===== src/rtl/freq_meter_pkg.sv =====
// Shared constants, window-state type and width helper for the frequency meter.
package freq_meter_pkg;
  localparam int DEF_GATE_CYCLES = 1600;
  localparam int DEF_COUNT_W     = 16;

  typedef enum logic {WIN_DISCARD = 1'b0, WIN_MEASURE = 1'b1} win_state_t;

  // Bits needed to hold 0..n-1 (at least one bit).
  function automatic int cnt_bits(input int n);
    return (n <= 2) ? 1 : $clog2(n);
  endfunction
endpackage


===== src/rtl/freq_meter_if.sv =====
// Result handshake bundle: measured count, status flags and valid/ready.
interface freq_meter_if
  import freq_meter_pkg::*;
#(
  parameter int COUNT_W = DEF_COUNT_W
) ();
  logic [COUNT_W-1:0] meas_count;
  logic               meas_ovf;
  logic               meas_overrun;
  logic               meas_valid;
  logic               meas_ready;

  modport master (output meas_count, meas_ovf, meas_overrun, meas_valid, input meas_ready);
  modport slave  (input meas_count, meas_ovf, meas_overrun, meas_valid, output meas_ready);
endinterface


===== src/rtl/freq_meter_sync_edge_detect.sv =====
// Two-flop synchronizer followed by a rising-edge detector on the synchronized level.
module sync_edge_detect (
  input  logic clk,
  input  logic reset,
  input  logic async_in,
  output logic rise
);
  logic s1, s2, prev;

  always_ff @(posedge clk) begin
    if (reset) begin
      s1   <= 1'b0;
      s2   <= 1'b0;
      prev <= 1'b0;
    end else begin
      s1   <= async_in;
      s2   <= s1;
      prev <= s2;
    end
  end

  assign rise = s2 & ~prev;
endmodule


===== src/rtl/freq_meter.sv =====
// Gated edge counter reporting sig_in edges per GATE_CYCLES window over valid/ready.
// Optional lock detection is built when FREQ_METER_LOCK_EN is defined.
module freq_meter
  import freq_meter_pkg::*;
#(
  parameter int F_CLK        = 16000000,
  parameter int GATE_CYCLES  = DEF_GATE_CYCLES,
  parameter int COUNT_W      = DEF_COUNT_W,
  parameter int EXPECT_COUNT = 100,
  parameter int TOL          = 2,
  parameter int LOCK_WINDOWS = 4
) (
  input  logic           clk,
  input  logic           reset,
  input  logic           en,
  input  logic           sig_in,
  freq_meter_if.master   meas,
  output logic           locked
);
  localparam int                 GW        = cnt_bits(GATE_CYCLES);
  localparam logic [GW-1:0]      GATE_LAST = GW'(GATE_CYCLES - 1);
  localparam logic [COUNT_W-1:0] CNT_MAX   = '1;

  logic               rise;
  logic [GW-1:0]      gate;
  logic [COUNT_W-1:0] cnt, fin_cnt;
  logic               ovf, fin_ovf;
  logic               terminal, load;
  win_state_t         win_st, win_nxt;

  sync_edge_detect u_sync (
    .clk      (clk),
    .reset    (reset),
    .async_in (sig_in),
    .rise     (rise)
  );

  assign terminal = en && (gate == GATE_LAST);
  // Window totals include an edge landing on the terminal cycle itself.
  assign fin_cnt  = (rise && (cnt != CNT_MAX)) ? cnt + 1'b1 : cnt;
  assign fin_ovf  = ovf | (rise && (cnt == CNT_MAX));

  always_ff @(posedge clk) begin
    if (reset || !en || terminal) begin
      gate <= '0;
      cnt  <= '0;
      ovf  <= 1'b0;
    end else begin
      gate <= gate + 1'b1;
      cnt  <= fin_cnt;
      ovf  <= fin_ovf;
    end
  end

  always_ff @(posedge clk) begin
    if (reset) win_st <= WIN_DISCARD;
    else       win_st <= win_nxt;
  end

  // The window following reset or an en rise only primes the synchronizer.
  always_comb begin
    win_nxt = win_st;
    load    = 1'b0;
    if (!en) begin
      win_nxt = WIN_DISCARD;
    end else if (terminal) begin
      win_nxt = WIN_MEASURE;
      load    = (win_st == WIN_MEASURE);
    end
  end

  always_ff @(posedge clk) begin
    if (reset) begin
      meas.meas_count   <= '0;
      meas.meas_ovf     <= 1'b0;
      meas.meas_overrun <= 1'b0;
      meas.meas_valid   <= 1'b0;
    end else if (load) begin
      meas.meas_count   <= fin_cnt;
      meas.meas_ovf     <= fin_ovf;
      meas.meas_valid   <= 1'b1;
      meas.meas_overrun <= meas.meas_valid & ~meas.meas_ready;
    end else if (meas.meas_valid && meas.meas_ready) begin
      meas.meas_valid   <= 1'b0;
      meas.meas_overrun <= 1'b0;
    end
  end

`ifdef FREQ_METER_LOCK_EN
  localparam int                 LW     = cnt_bits(LOCK_WINDOWS + 1);
  localparam logic [LW-1:0]      LOCK_N = LOCK_WINDOWS[LW-1:0];
  localparam logic [COUNT_W:0]   EXP_V  = EXPECT_COUNT[COUNT_W:0];
  localparam logic [COUNT_W:0]   TOL_V  = TOL[COUNT_W:0];

  logic [COUNT_W:0] diff;
  logic             in_range;
  logic [LW-1:0]    lock_cnt;
  logic             unused_params;

  assign unused_params = F_CLK[0];

  always_comb begin
    diff     = ({1'b0, fin_cnt} >= EXP_V) ? {1'b0, fin_cnt} - EXP_V : EXP_V - {1'b0, fin_cnt};
    in_range = !fin_ovf && (diff <= TOL_V);
  end

  always_ff @(posedge clk) begin
    if (reset || !en) begin
      lock_cnt <= '0;
      locked   <= 1'b0;
    end else if (load) begin
      if (in_range) begin
        if (lock_cnt != LOCK_N) lock_cnt <= lock_cnt + 1'b1;
        locked <= (lock_cnt >= LOCK_N - 1'b1);
      end else begin
        lock_cnt <= '0;
        locked   <= 1'b0;
      end
    end
  end
`else
  logic unused_params;

  assign unused_params = ^{F_CLK[0], EXPECT_COUNT[0], TOL[0], LOCK_WINDOWS[0]};
  assign locked        = 1'b0;
`endif
endmodule

===== src/flat_wrapper.sv =====
// flat-port wrapper written by rule: the top's interface ports become plain ports
module freq_meter_flat import freq_meter_pkg::*;
#(
  parameter int F_CLK        = 16000000,
  parameter int GATE_CYCLES  = DEF_GATE_CYCLES,
  parameter int COUNT_W      = DEF_COUNT_W,
  parameter int EXPECT_COUNT = 100,
  parameter int TOL          = 2,
  parameter int LOCK_WINDOWS = 4
)
  (clk, reset, en, sig_in, locked, meas_meas_count, meas_meas_ovf, meas_meas_overrun, meas_meas_valid, meas_meas_ready);
  freq_meter_if #(.COUNT_W(COUNT_W)) meas_i ();
  input  logic clk;
  input  logic reset;
  input  logic en;
  input  logic sig_in;
  output logic locked;
  output wire logic [$bits(meas_i.meas_count)-1:0] meas_meas_count;
  output wire logic [$bits(meas_i.meas_ovf)-1:0] meas_meas_ovf;
  output wire logic [$bits(meas_i.meas_overrun)-1:0] meas_meas_overrun;
  output wire logic [$bits(meas_i.meas_valid)-1:0] meas_meas_valid;
  input wire logic [$bits(meas_i.meas_ready)-1:0] meas_meas_ready;
  assign meas_meas_count = meas_i.meas_count;
  assign meas_meas_ovf = meas_i.meas_ovf;
  assign meas_meas_overrun = meas_i.meas_overrun;
  assign meas_meas_valid = meas_i.meas_valid;
  assign meas_i.meas_ready = meas_meas_ready;
  freq_meter #(.F_CLK(F_CLK), .GATE_CYCLES(GATE_CYCLES), .COUNT_W(COUNT_W), .EXPECT_COUNT(EXPECT_COUNT), .TOL(TOL), .LOCK_WINDOWS(LOCK_WINDOWS)) u_core (.clk(clk), .reset(reset), .en(en), .sig_in(sig_in), .meas(meas_i), .locked(locked));
endmodule

===== config.mk =====
export PLATFORM = sky130hd
export DESIGN_NAME = freq_meter_flat
export DESIGN_NICKNAME = d
export VERILOG_FILES = /design/src/rtl/freq_meter_pkg.sv /design/src/rtl/freq_meter_if.sv /design/src/rtl/freq_meter_sync_edge_detect.sv /design/src/rtl/freq_meter.sv /design/src/flat_wrapper.sv
export SDC_FILE = /design/constraint.sdc
export NUM_CORES = 1
export LEC_CHECK = 0
export CAP_MARGIN = 20
export CORE_MARGIN = 5
export CORE_UTILIZATION = 32
export CTS_BUF_LIST = sky130_fd_sc_hd__clkbuf_2
export CTS_CLUSTER_SIZE = 25
export DETAILED_ROUTE_END_ITERATION = 10
export PLACE_DENSITY = 0.55
export SLEW_MARGIN = 30
export SYNTH_ARGS = -nofsm -noshare
export SYNTH_HDL_FRONTEND = slang
export SYNTH_SLANG_ARGS = --single-unit

===== constraint.sdc =====
create_clock -name clk -period 2.3 [get_ports clk]
set_input_delay 0.345 -clock clk [delete_from_list [all_inputs] [get_ports clk]]
set_output_delay 0.345 -clock clk [all_outputs]
set_load 0.03 [all_outputs]

After elaboration in Yosys (flattened, before gate mapping) --
Index checks and enable logic that the tools add are counted.
Operators by class: add/sub/neg operators 2, equality and inequality tests 3, mux-type cells 6, bitwise logic cells 6, reduce and logical (&&, ||, !) cells 9
Operator list (count):
- 16-bit by 1-bit adder with 16-bit output (second input constant) | 1
- 16-bit == test (second input constant) | 1
- 16-bit two-way mux | 1
- 16-bit inequality test (second input constant) | 1
- 11-bit by 1-bit adder with 11-bit output (second input constant) | 1
- 11-bit == test (second input constant) | 1
- 1-bit two-way mux | 5
- 1-bit logical AND | 4
- 1-bit inverter | 3
- 1-bit AND | 2
- 1-bit logical OR | 2
- 2-bit nonzero test | 1
- 2-bit OR reduction | 1
- 1-bit zero test | 1
- 1-bit OR | 1
Storage, ports and cells: bits in registers 51, input bits 5, output and inout bits 20, logic and storage cells 37

Longest topological paths before layout --
depth in word-level cells 5, depth in mapped cells 7

By module --
A second synthesis with hierarchy kept.
Unflattened totals: cells, all modules 227, area, all modules 2114.5 µm²
By module, submodules not included:
- freq_meter | instances 1, cells each 220, area each 2026.9 µm², sequential area each 960.9 µm²
- sync_edge_detect | instances 1, cells each 7, area each 87.6 µm², sequential area each 60.1 µm²

Worst setup path before layout --
No wires, ideal clock.
kind register to register, start point register u_core.cnt[0], end point register u_core.meas.meas_count[11], arrival 1.808 ns, slack 0.359 ns, stages on the path, launching flop included 7, path buffers 0, clock period less this slack 1.941 ns, path through dfxtp_1 ha_1 nand4_2 o41ai_4 or3_1 xor2_1 a211oi_2
Between the ends: cells in the longest elaborated chain, start to end 3, elaborated cells on any way between the ends 4, classes of those cells add/sub (1); eq/ne (1); mux (1); reduce/logical (1)
Ends and longest elaborated chain:
- from (decl) | line freq_meter.sv:26 | logic [COUNT_W-1:0] cnt, fin_cnt;
- from (signal assigned) | line freq_meter.sv:50 | cnt <= fin_cnt;
- parallel branches: the longest is 2 deep, another holds 16-bit by 1-bit adder with 16-bit output
- 16-bit two-way mux * | line freq_meter.sv:40 | assign fin_cnt = (rise && (cnt != CNT_MAX)) ? cnt + 1'b1 : cnt;
- to (signal assigned) | line freq_meter.sv:79 | meas.meas_count <= fin_cnt;
- to (decl) | line freq_meter_if.sv:13 | modport master (output meas_count, meas_ovf, meas_overrun, meas_valid, input meas_ready);
Mark *: on every way between the ends. A chain may end at the register's enable or synchronous reset.

Final worst setup path --
start point register u_core.cnt[0], end point register u_core.meas.meas_count[5]
The elaborated chain is that of the path after synthesis.

==> results.toml <==
[global_routing]
grt_use_total_pct = 11.3
overflow = 0
grt_pass1_vias = 1528
grt_antenna_before_repair = 0
grt_max_degree = 21
grt_pass1_wl_um = 7730

[critical_path]
critPathKind = "flip-flop to flip-flop"
crit_path_max_fanout = 6
endpoint = "u_core.meas.meas_count[5]"
cp-end-kind = "flip-flop"
crit_arrival_ps = 2440
crit_path_start = "u_core.cnt[0]"
crit_path_max_incr_delay_ps = 550
cp_cell_sequence = "ha_1, nand4_2, o41ai_4, buf_4, nor2_1, xnor2_1, a211oi_1"
setup.worst_path.start_class = "flip-flop"
reg2reg_from = "u_core.cnt[0]"
cp.required_ps = 2630
r2r_slack_ps = 200
r2r.worst_path.cells = 7
reg2reg_to = "u_core.meas.meas_count[5]"
slowest_stage = "o41ai_4"

[cts]
numCtsBuffers = 5
post_cts_buffers = 0
tritoncts = "yes"
ctsHoldBuffers = 0
htree_levels = 2
cts_root_buf = "clkbuf_2"
clock_latency_ps = 420
path_clk_slew_ps = 230
cts_resized = 0
numClockSinks = 51
clk_path_buf_depth = 2

[sta]
worst_slack_ps = 196
drv_slew = 0
period_share_pct = 91.5
rsz0062_at_grt = "no"
fin_tns_setup_ps = 0
fmax_mhz = 475
holdWs_ps = 455
finalHoldViolations = 0
setup_viol = 0
fin_crit_ps = 2100
fin_skew_ps = 26.6

[final_layout]
area_growth_pct = 17.7
antenna-diode-count = 0
fin_nets = 260
layout-drive-gt1-share_pct = 9.45
multi_input_comb_area_mm2 = 0.00100
regArea_mm2 = 0.00102
fin_cells = 331
n_fill_cell = 668

[logic_synthesis]
synthAdderAreaFrac_pct = 1.20
synth.yosys.seq_area_share_pct = 48.8
synth_top_family_by_area = "simple AND/OR/NAND/NOR gates"
synthXorXnorAreaFrac_pct = 7.96
yosys_warnings = 0
syn_area_mm2 = 0.00209
synth_fp_nets = 232
synth_simple_gate_area_share_pct = 24.6
synth_compound_area_share_pct = 12.0
ys_types = 42
synthCells = 225
synth.ff_latch_count = 51
syn_avg_cell_area_um2 = 9.29
synthMuxAreaShare_pct = 1.92

[die]
io_pins = 25
initial_core_util_pct = 32.9
placementRows = 29
dieWidth_um = 90.8
fp.dieH_um = 90.8
coreArea_mm2 = 0.00635
dieArea_mm2 = 0.00825

[placement]
dp_worst_setup_slack_ps = 260
gp_routability_congestion = 0.789
dp_hpwl_um = 3050
numPortBuffers = 23
placed_cells = 323

[power_and_ir_drop]
p_int_mw = 0.990
p_switching_mw = 0.303
switching_share_pct = 23.4
combPwrFrac_pct = 3.4
power_leakage_nw = 0.820
p_per_area_mw_per_mm2 = 526
power.share.clock_pct = 27.5
sequentialPowerShare_pct = 69.1
vdd_drop_max_v = 0.000235

[detailed_routing]
wl_um = 4320
first_pass_iters = 5
vias = 1631
drtAntennaViolNets = 0
drcViolationCount = 0
drt-vias-per-instance = 4.93
drt_iter0_markers = 74
wl_per_cell_um = 13.0

[hold_path]
hold_class = "primary input to flip-flop"

[status]
status = "finished, final reports clean"

[run]
drv_cap = 0
-- power by group through the flow --
stage	logic [mW]	clock network, mW	registers [mW]
after floorplan	0.0258	0	0.909
after global placement	0.0442	0	0.910
after detailed placement	0.0443	0	0.910
after CTS	0.0446	0.377	0.894
after global routing	0.0482	0.410	0.896
final	0.0436	0.356	0.894
-- cell type report --
class                           instances  area share, %
Timing Repair Buffer                   30           11.5
Clock buffer                            7           1.42
Tap cell                               77           3.92
Multi-Input combinational cell        160           40.7
Sequential cell                        51           41.5
Clock inverter                          1          0.203
Inverter                                5          0.763
-- worst max-delay path: cells and delay by family (launching register included) --
| kind | cells | cell delay (ps) |
|---|---|---|
| AOI/OAI and AO/OA | 2 | 780 |
| DFF | 1 | 440 |
| adders and majority gates | 1 | 230 |
| buffers and inverters | 1 | 230 |
| and+or+nand+nor | 2 | 220 |
| xor gates and xnor gates | 1 | 140 |
-- layout by cell type (no fill, tap or decap), drive strengths merged, types with 2 or more instances in the layout --
master	instances
and3	3
nor2	46
ha	2
nor2b	4
dfxtp	51
o22ai	3
a211oi	14
nand4	9
clkdlybuf4s50	23
nor3	2
xnor2	8
nand3	9
and4	3
buf	7
o21ai	5
inv	5
or3	4
mux2i	4
clkbuf	7
a21oi	4
nand2	13
nor4	3
xor2	11
and2	2
-- per-stage QoR --
| step | power [mW] | cell area (um2) | util (%) |
|---|---|---|---|
| 3_5_place_dp | 0.954 | 2420 | 38.1 |
| 2_1_floorplan | 0.935 | 2090 | - |
| 5_1_grt | 1.35 | 2460 | 38.7 |
| 4_1_cts | 1.32 | 2460 | 38.7 |
| 3_3_place_gp | 0.954 | 2420 | 38.1 |
| 6_report | 1.29 | 2460 | 38.7 |
-- cell families (layout without fill, tap and decap cells) --
logic type | Yosys count | count (layout)
and+or+nand+nor | 102 | 102
DFF | 51 | 51
AOI/OAI and AO/OA | 32 | 32
xor gates and xnor gates | 19 | 19
buffers and inverters | 14 | 43
muxes | 4 | 4
adders and majority gates | 2 | 2
other | 1 | 1
-- cells in the mapped netlist --
library cell	n	area (um2)
nor3b_1	1	7.51
a211oi_2	2	25.0
and2_1	2	12.5
a31oi_1	1	6.26
clkbuf_1	5	18.8
a21oi_1	4	20.0
o22ai_1	3	18.8
xor2_1	11	96.3
conb_1	1	3.75
nor2_1	45	169
o211ai_2	1	12.5
buf_6	1	11.3
nand3b_1	1	7.51
buf_4	2	15.0
nand2_1	13	48.8
xnor2_1	8	70.1
o41ai_4	1	27.5
o21ai_0	5	25.0
or3_4	1	11.3
nor4_1	2	12.5
and3_1	3	18.8
or3_1	3	18.8
a211oi_1	12	90.1
inv_1	5	18.8
nand3_1	8	40.0
nor4_2	1	12.5
nand4_1	8	50.1
a21o_1	1	7.51
nor3_1	2	10.0
nor2b_1	4	25.0
and4_1	3	26.3
nor2_2	1	6.26
mux2i_1	4	40.0
dfxtp_1	51	1020
nand4_2	1	12.5
nand2b_1	1	6.26
a41oi_1	1	8.76
nand3_2	1	10.0
nor4b_1	1	8.76
o211a_1	1	10.0
ha_1	2	25.0
buf_2	1	5.00
-- routing by layer --
| metal | share of wire [%] | vias up | routed length [um] | track usage (%) |
|---|---|---|---|---|
| li1 | - | 835 | - | - |
| met1 | 49 | 762 | 2130 | 15.4 |
| met2 | 45 | 32 | 1940 | 17.1 |
| met3 | 5.1 | 2 | 220 | 3.00 |
| met4 | 0.63 | 0 | 27 | 4.03 |
| met5 | 0 | - | 0 | 0 |
-- worst min path at each step --
stage,end,slack [ps],cells after the start,from
2_1_floorplan,u_core.u_sync.s2,410,1,u_core.u_sync.s1
5_1_grt,u_core.u_sync.s1,390,2,sig_in
4_1_cts,u_core.u_sync.s1,420,2,sig_in
3_3_place_gp,u_core.u_sync.s2,430,1,u_core.u_sync.s1
3_5_place_dp,u_core.u_sync.s2,430,1,u_core.u_sync.s1
6_report,u_core.u_sync.s1,460,2,sig_in
-- registers in the layout, indices dropped and copies added (netlist names) --
name	flops
u_core.cnt	16
u_core.meas.meas_valid	1
u_core.gate	11
u_core.u_sync.s1	1
u_core.meas.meas_overrun	1
u_core.meas.meas_ovf	1
u_core.meas.meas_count	16
u_core.u_sync.s2	1
u_core.u_sync.prev	1
u_core.win_st	1
u_core.ovf	1
(Power assumes the default switching activity.)
==> edit 1, RTL diff (same flow settings) <==
Build with the macro `FREQ_METER_LOCK_EN` defined.
--- a/src/rtl/freq_meter.sv
+++ b/src/rtl/freq_meter.sv
@@ -1,5 +1,7 @@
 // Gated edge counter reporting sig_in edges per GATE_CYCLES window over valid/ready.
 // Optional lock detection is built when FREQ_METER_LOCK_EN is defined.
+`define FREQ_METER_LOCK_EN
+
 module freq_meter
   import freq_meter_pkg::*;
 #(
Function: no difference found for any inputs over 10 cycles, from zero or initial values and one cycle with reset high; that may be too few to reach the edited logic, so the function may still have changed.
==> edit 1 against the original RTL <==
  * The flow now finishes with violations (negative setup slack)
  * Sequential cell count is 4 higher
  * Wire length is 91% higher
  * Die area is 37% higher
  * Area after synthesis is 42% higher
  * Cell area is 77% higher
  * Total power is 13% higher
  * Largest cell class is now multi-input combinational cells
  * Worst setup slack worse by 1.1 ns
==> edit 1: results (changes against the original RTL) <==
{
  "pre_cts_setup_slack": {"value": -1.03, "unit": "ns", "change": "-1.29 ns"},
  "syn_nets": {"value": 370, "change": "+59%"},
  "bufAreaShareNonClock": {"value": 23.2, "unit": "%", "change": "+12 points"},
  "synth.yosys.seq_area_share": {"value": 37.2, "unit": "%", "change": "-12 points"},
  "ys_top_cells_by_area": "dfxtp_1 (37%), nor2_1 (8.6%), ha_1 (3.8%)",
  "design.final.nets": {"value": 483, "change": "+86%"},
  "synth_common_cells": "nor2_1 (68), dfxtp_1 (55), nand3_1 (19), nand2_1 (16), o21ai_0 (15)",
  "num-nonclk-buffers": {"value": 122, "change": "+310%"},
  "number_of_distinct_library_cells_after_synthesis": {"value": 64, "change": "+52%"},
  "leakage": {"value": 1.62, "unit": "nW", "change": "+98%"},
  "grt_pass1_vias": {"value": 2957, "change": "+94%"},
  "worst_path_max_delay_cell": "or4_4",
  "worstSkewPairLatency": {"value": 0.47, "unit": "ns", "change": "+0.05 ns"},
  "setup_viol_count_final": {"value": 4, "change": "+4"},
  "multiInputGateArea": {"value": 0.00199, "unit": "mm²", "change": "+99%"},
  "drt_first_pass_iters": {"value": 4, "change": "-1"},
  "finalWorstSetupSlack": {"value": -0.862, "unit": "ns", "change": "-1.06 ns"},
  "outcome": "complete, but fails checks",
  "drive_above_1_share": {"value": 34.3, "unit": "%", "change": "+25 points"},
  "reg2regPathDepth": {"value": 15, "change": "+8"},
  "power_per_cell_area": {"value": 336, "unit": "mW/mm²", "change": "-36%"},
  "critical_path_peak_fanout": {"value": 5, "change": "-1"},
  "wl": {"value": 8230, "unit": "µm", "change": "+91%"},
  "finalWeightedCongestion": {"value": 0.858, "change": "+8.7%"},
  "global_route_wire_length_before_repair": {"value": 14200, "unit": "µm", "change": "+84%"},
  "ir_drop": {"value": 239, "unit": "µV", "change": "+1.8%"},
  "violations": "negative setup slack",
  "clock_buffer_count": {"value": 5, "change": "-2"},
  "synth-seq-cells": {"value": 55, "change": "+7.8%"}
}
## edit 1: changes by cell type after synthesis, sizes merged, moves of 5 or more
cell,before,now
nand3,9,20
nor2,46,68
nor3,2,10
a21oi,4,12
clkbuf,5,10
o21ai,5,17
ha,2,9
## edit 1: per-stage QoR
stage	setup TNS [ns]	hold slack [ns]	std cells
floorplan	-3.26	0.414	356
global placement	-3.93	0.423	560
detailed placement	-3.97	0.430	560
CTS	-3.18	0.385	574
global route	-4.02	0.373	581
finish	-3.22	0.398	581
## edit 1: worst paths after layout
kind | start | end | slack [ns]
setup / recovery | u_core.cnt[0] | u_core.lock_cnt[1] | -0.86
hold / removal | sig_in | u_core.u_sync.s1 | 0.40
setup reg to reg | u_core.cnt[0] | u_core.lock_cnt[1] | -0.86
hold reg to reg | u_core.u_sync.s1 | u_core.u_sync.s2 | 0.47
## edit 1: timing repair
item,CTS,global route
setup buffers,6,7
pin swaps,9,8
endpoints found under the setup margin,6,6
hold endpoints to repair,0,0
gates resized for setup,29,17
## edit 1: logic make-up (layout without fill, tap and decap cells)
kind of cell / after synthesis / count (layout) / synth area share, %
compound gates: 76 / 76 / 18.5
xor+xnor: 23 / 23 / 6.80
fa+ha+maj: 9 / 9 / 3.80
buf+inv: 25 / 139 / 3.89
flops: 55 / 55 / 37.2
mux: 4 / 4 / 1.39
simple gates: 164 / 164 / 28.4
## edit 1: per-layer routing
| layer | global-route usage, % | vias up | wire (µm) |
|---|---|---|---|
| met5 | 0 | - | 0 |
| met4 | 3.89 | 0 | 116 |
| met3 | 2.49 | 11 | 281 |
| met2 | 26.5 | 40 | 4110 |
| met1 | 19.2 | 1394 | 3720 |
| li1 | - | 1512 | - |
## edit 1: where the power goes
group	switching, mW	internal (mW)
logic	0.0423	0.0398
clock network	0.333	0.0835
registers	0.00261	0.958
==> edit 2, RTL diff (same flow settings) <==
Made on the original files. `DEF_GATE_CYCLES`: 1600 -> 3200.
--- a/src/rtl/freq_meter_pkg.sv
+++ b/src/rtl/freq_meter_pkg.sv
@@ -1,6 +1,6 @@
 // Shared constants, window-state type and width helper for the frequency meter.
 package freq_meter_pkg;
-  localparam int DEF_GATE_CYCLES = 1600;
+  localparam int DEF_GATE_CYCLES = 3200;
   localparam int DEF_COUNT_W     = 16;
 
   typedef enum logic {WIN_DISCARD = 1'b0, WIN_MEASURE = 1'b1} win_state_t;
Check against the original RTL: same outputs for any inputs over 10 cycles, from zero or initial values and one cycle with reset high; that may be too few to reach the edited logic, so the function may still have changed.
==> edit 2 against the original RTL <==
  * Count of clock-buffer cells in the layout fell by 1
  * Cell area increased by 4.9%
  * Sequential power increased by 2%
  * Worst setup slack better by 0.073 ns
  * Wire length fell by 3.2%
  * Sequential cell count up 1
  * Via count up 0.49%
  * Area after synthesis is 4.9% higher
  * Critical path depth is the same
  * Worst hold slack better by 0.014 ns
  * Total power grew 9.3%
  * Sequential share of layout area decreased by 1.2 points
  * Clock skew is essentially flat
  * Critical path type unchanged
  * Highest routed layer unchanged
==> edit 2: results (changes against the original RTL) <==
{
  "outcome": "finished, final reports clean",
  "dp_hpwl": {"value": 3010, "unit": "µm", "change": "-1.3%"},
  "comb_power_share": {"value": 2.9, "unit": "%", "change": "-0.5 points"},
  "clock_skew": {"value": 0.0268, "unit": "ns", "change": "+0.000192 ns"},
  "globalRouteMet1Util": {"value": 14.2, "unit": "%", "change": "-1.2 points"},
  "drt_first_pass_iters": {"value": 4, "change": "-1"},
  "met3_grt_util": {"value": 3.33, "unit": "%", "change": "+0.33 points"},
  "overall_die_width": {"value": 92.8, "unit": "µm", "change": "+2.2%"},
  "share_clk_of_total_power": {"value": 32.6, "unit": "%", "change": "+5.1 points"},
  "dr_total_vias": {"value": 1639, "change": "+0.49%"},
  "finalWeightedCongestion": {"value": 0.779, "change": "-1.3%"},
  "placed_cell_area": {"value": 0.00252, "unit": "mm²", "change": "+4.0%"},
  "syn_nets": {"value": 241, "change": "+3.9%"},
  "pre_cts_setup_slack": {"value": 0.263, "unit": "ns", "change": "+0.00234 ns"},
  "worst_path_max_delay_cell": "dfxtp_1",
  "path_delay_family": "simple AND/OR/NAND/NOR gates",
  "drt_iter0_drc": {"value": 56, "change": "-24%"},
  "cp_slowest_stage_delay": {"value": 0.44, "unit": "ns", "change": "-0.11 ns"},
  "grtUsageMet2": {"value": 16.6, "unit": "%", "change": "-0.45 points"},
  "synth_common_cells": "dfxtp_1 (52), nor2_1 (48), nand2_1 (17), xnor2_1 (13), a211oi_1 (11)",
  "filler_cell_count": {"value": 670, "change": "+0.30%"},
  "ys_top_cells_by_area": "dfxtp_1 (47%), nor2_1 (8.2%), xnor2_1 (5.2%)",
  "ir_drop": {"value": 274, "unit": "µV", "change": "+17%"},
  "clock_buffer_count": {"value": 6, "change": "-1"},
  "internal_power": {"value": 1.11, "unit": "mW", "change": "+12%"},
  "multi_input_combinational_cell_count": {"value": 172, "change": "+7.5%"},
  "postLayoutCoreUtil": {"value": 38.4, "unit": "%", "change": "-0.32 points"},
  "drive_above_1_share": {"value": 9.92, "unit": "%", "change": "+0.47 points"},
  "multi_input_logic_portion_of_the_cell_area": {"value": 42.5, "unit": "%", "change": "+1.8 points"}
}
-- edit 2: worst paths after layout --
path / startpoint / end / slack, ns / cells after the start
worst max-delay path: u_core.gate[0] / u_core.meas.meas_count[15] / 0.27 / 7
worst max register to register: u_core.gate[0] / u_core.meas.meas_count[15] / 0.27 / 7
worst min register to register: u_core.meas.meas_count[7] / u_core.meas.meas_count[7] / 0.47 / 2
worst min-delay path: u_core.meas.meas_count[7] / u_core.meas.meas_count[7] / 0.47 / 2
-- edit 2: routing by layer --
metal	vias up	part of all wire, %
met5	-	0
met4	0	1.4
met3	6	4.5
met2	27	43
met1	740	51
li1	866	-
-- edit 2: kinds of logic (layout without fill, tap and decap cells) --
family	count (synthesis)	after routing	share of synthesized area, %
AOI/OAI and AO/OA	28	28	8.90
buffers and inverters	10	38	2.57
adders and majority gates	2	2	1.14
other	1	1	0.171
xor gates and xnor gates	21	21	8.39
and+or+nand+nor	116	116	29.5
DFF	52	52	47.5
muxes	4	4	1.88
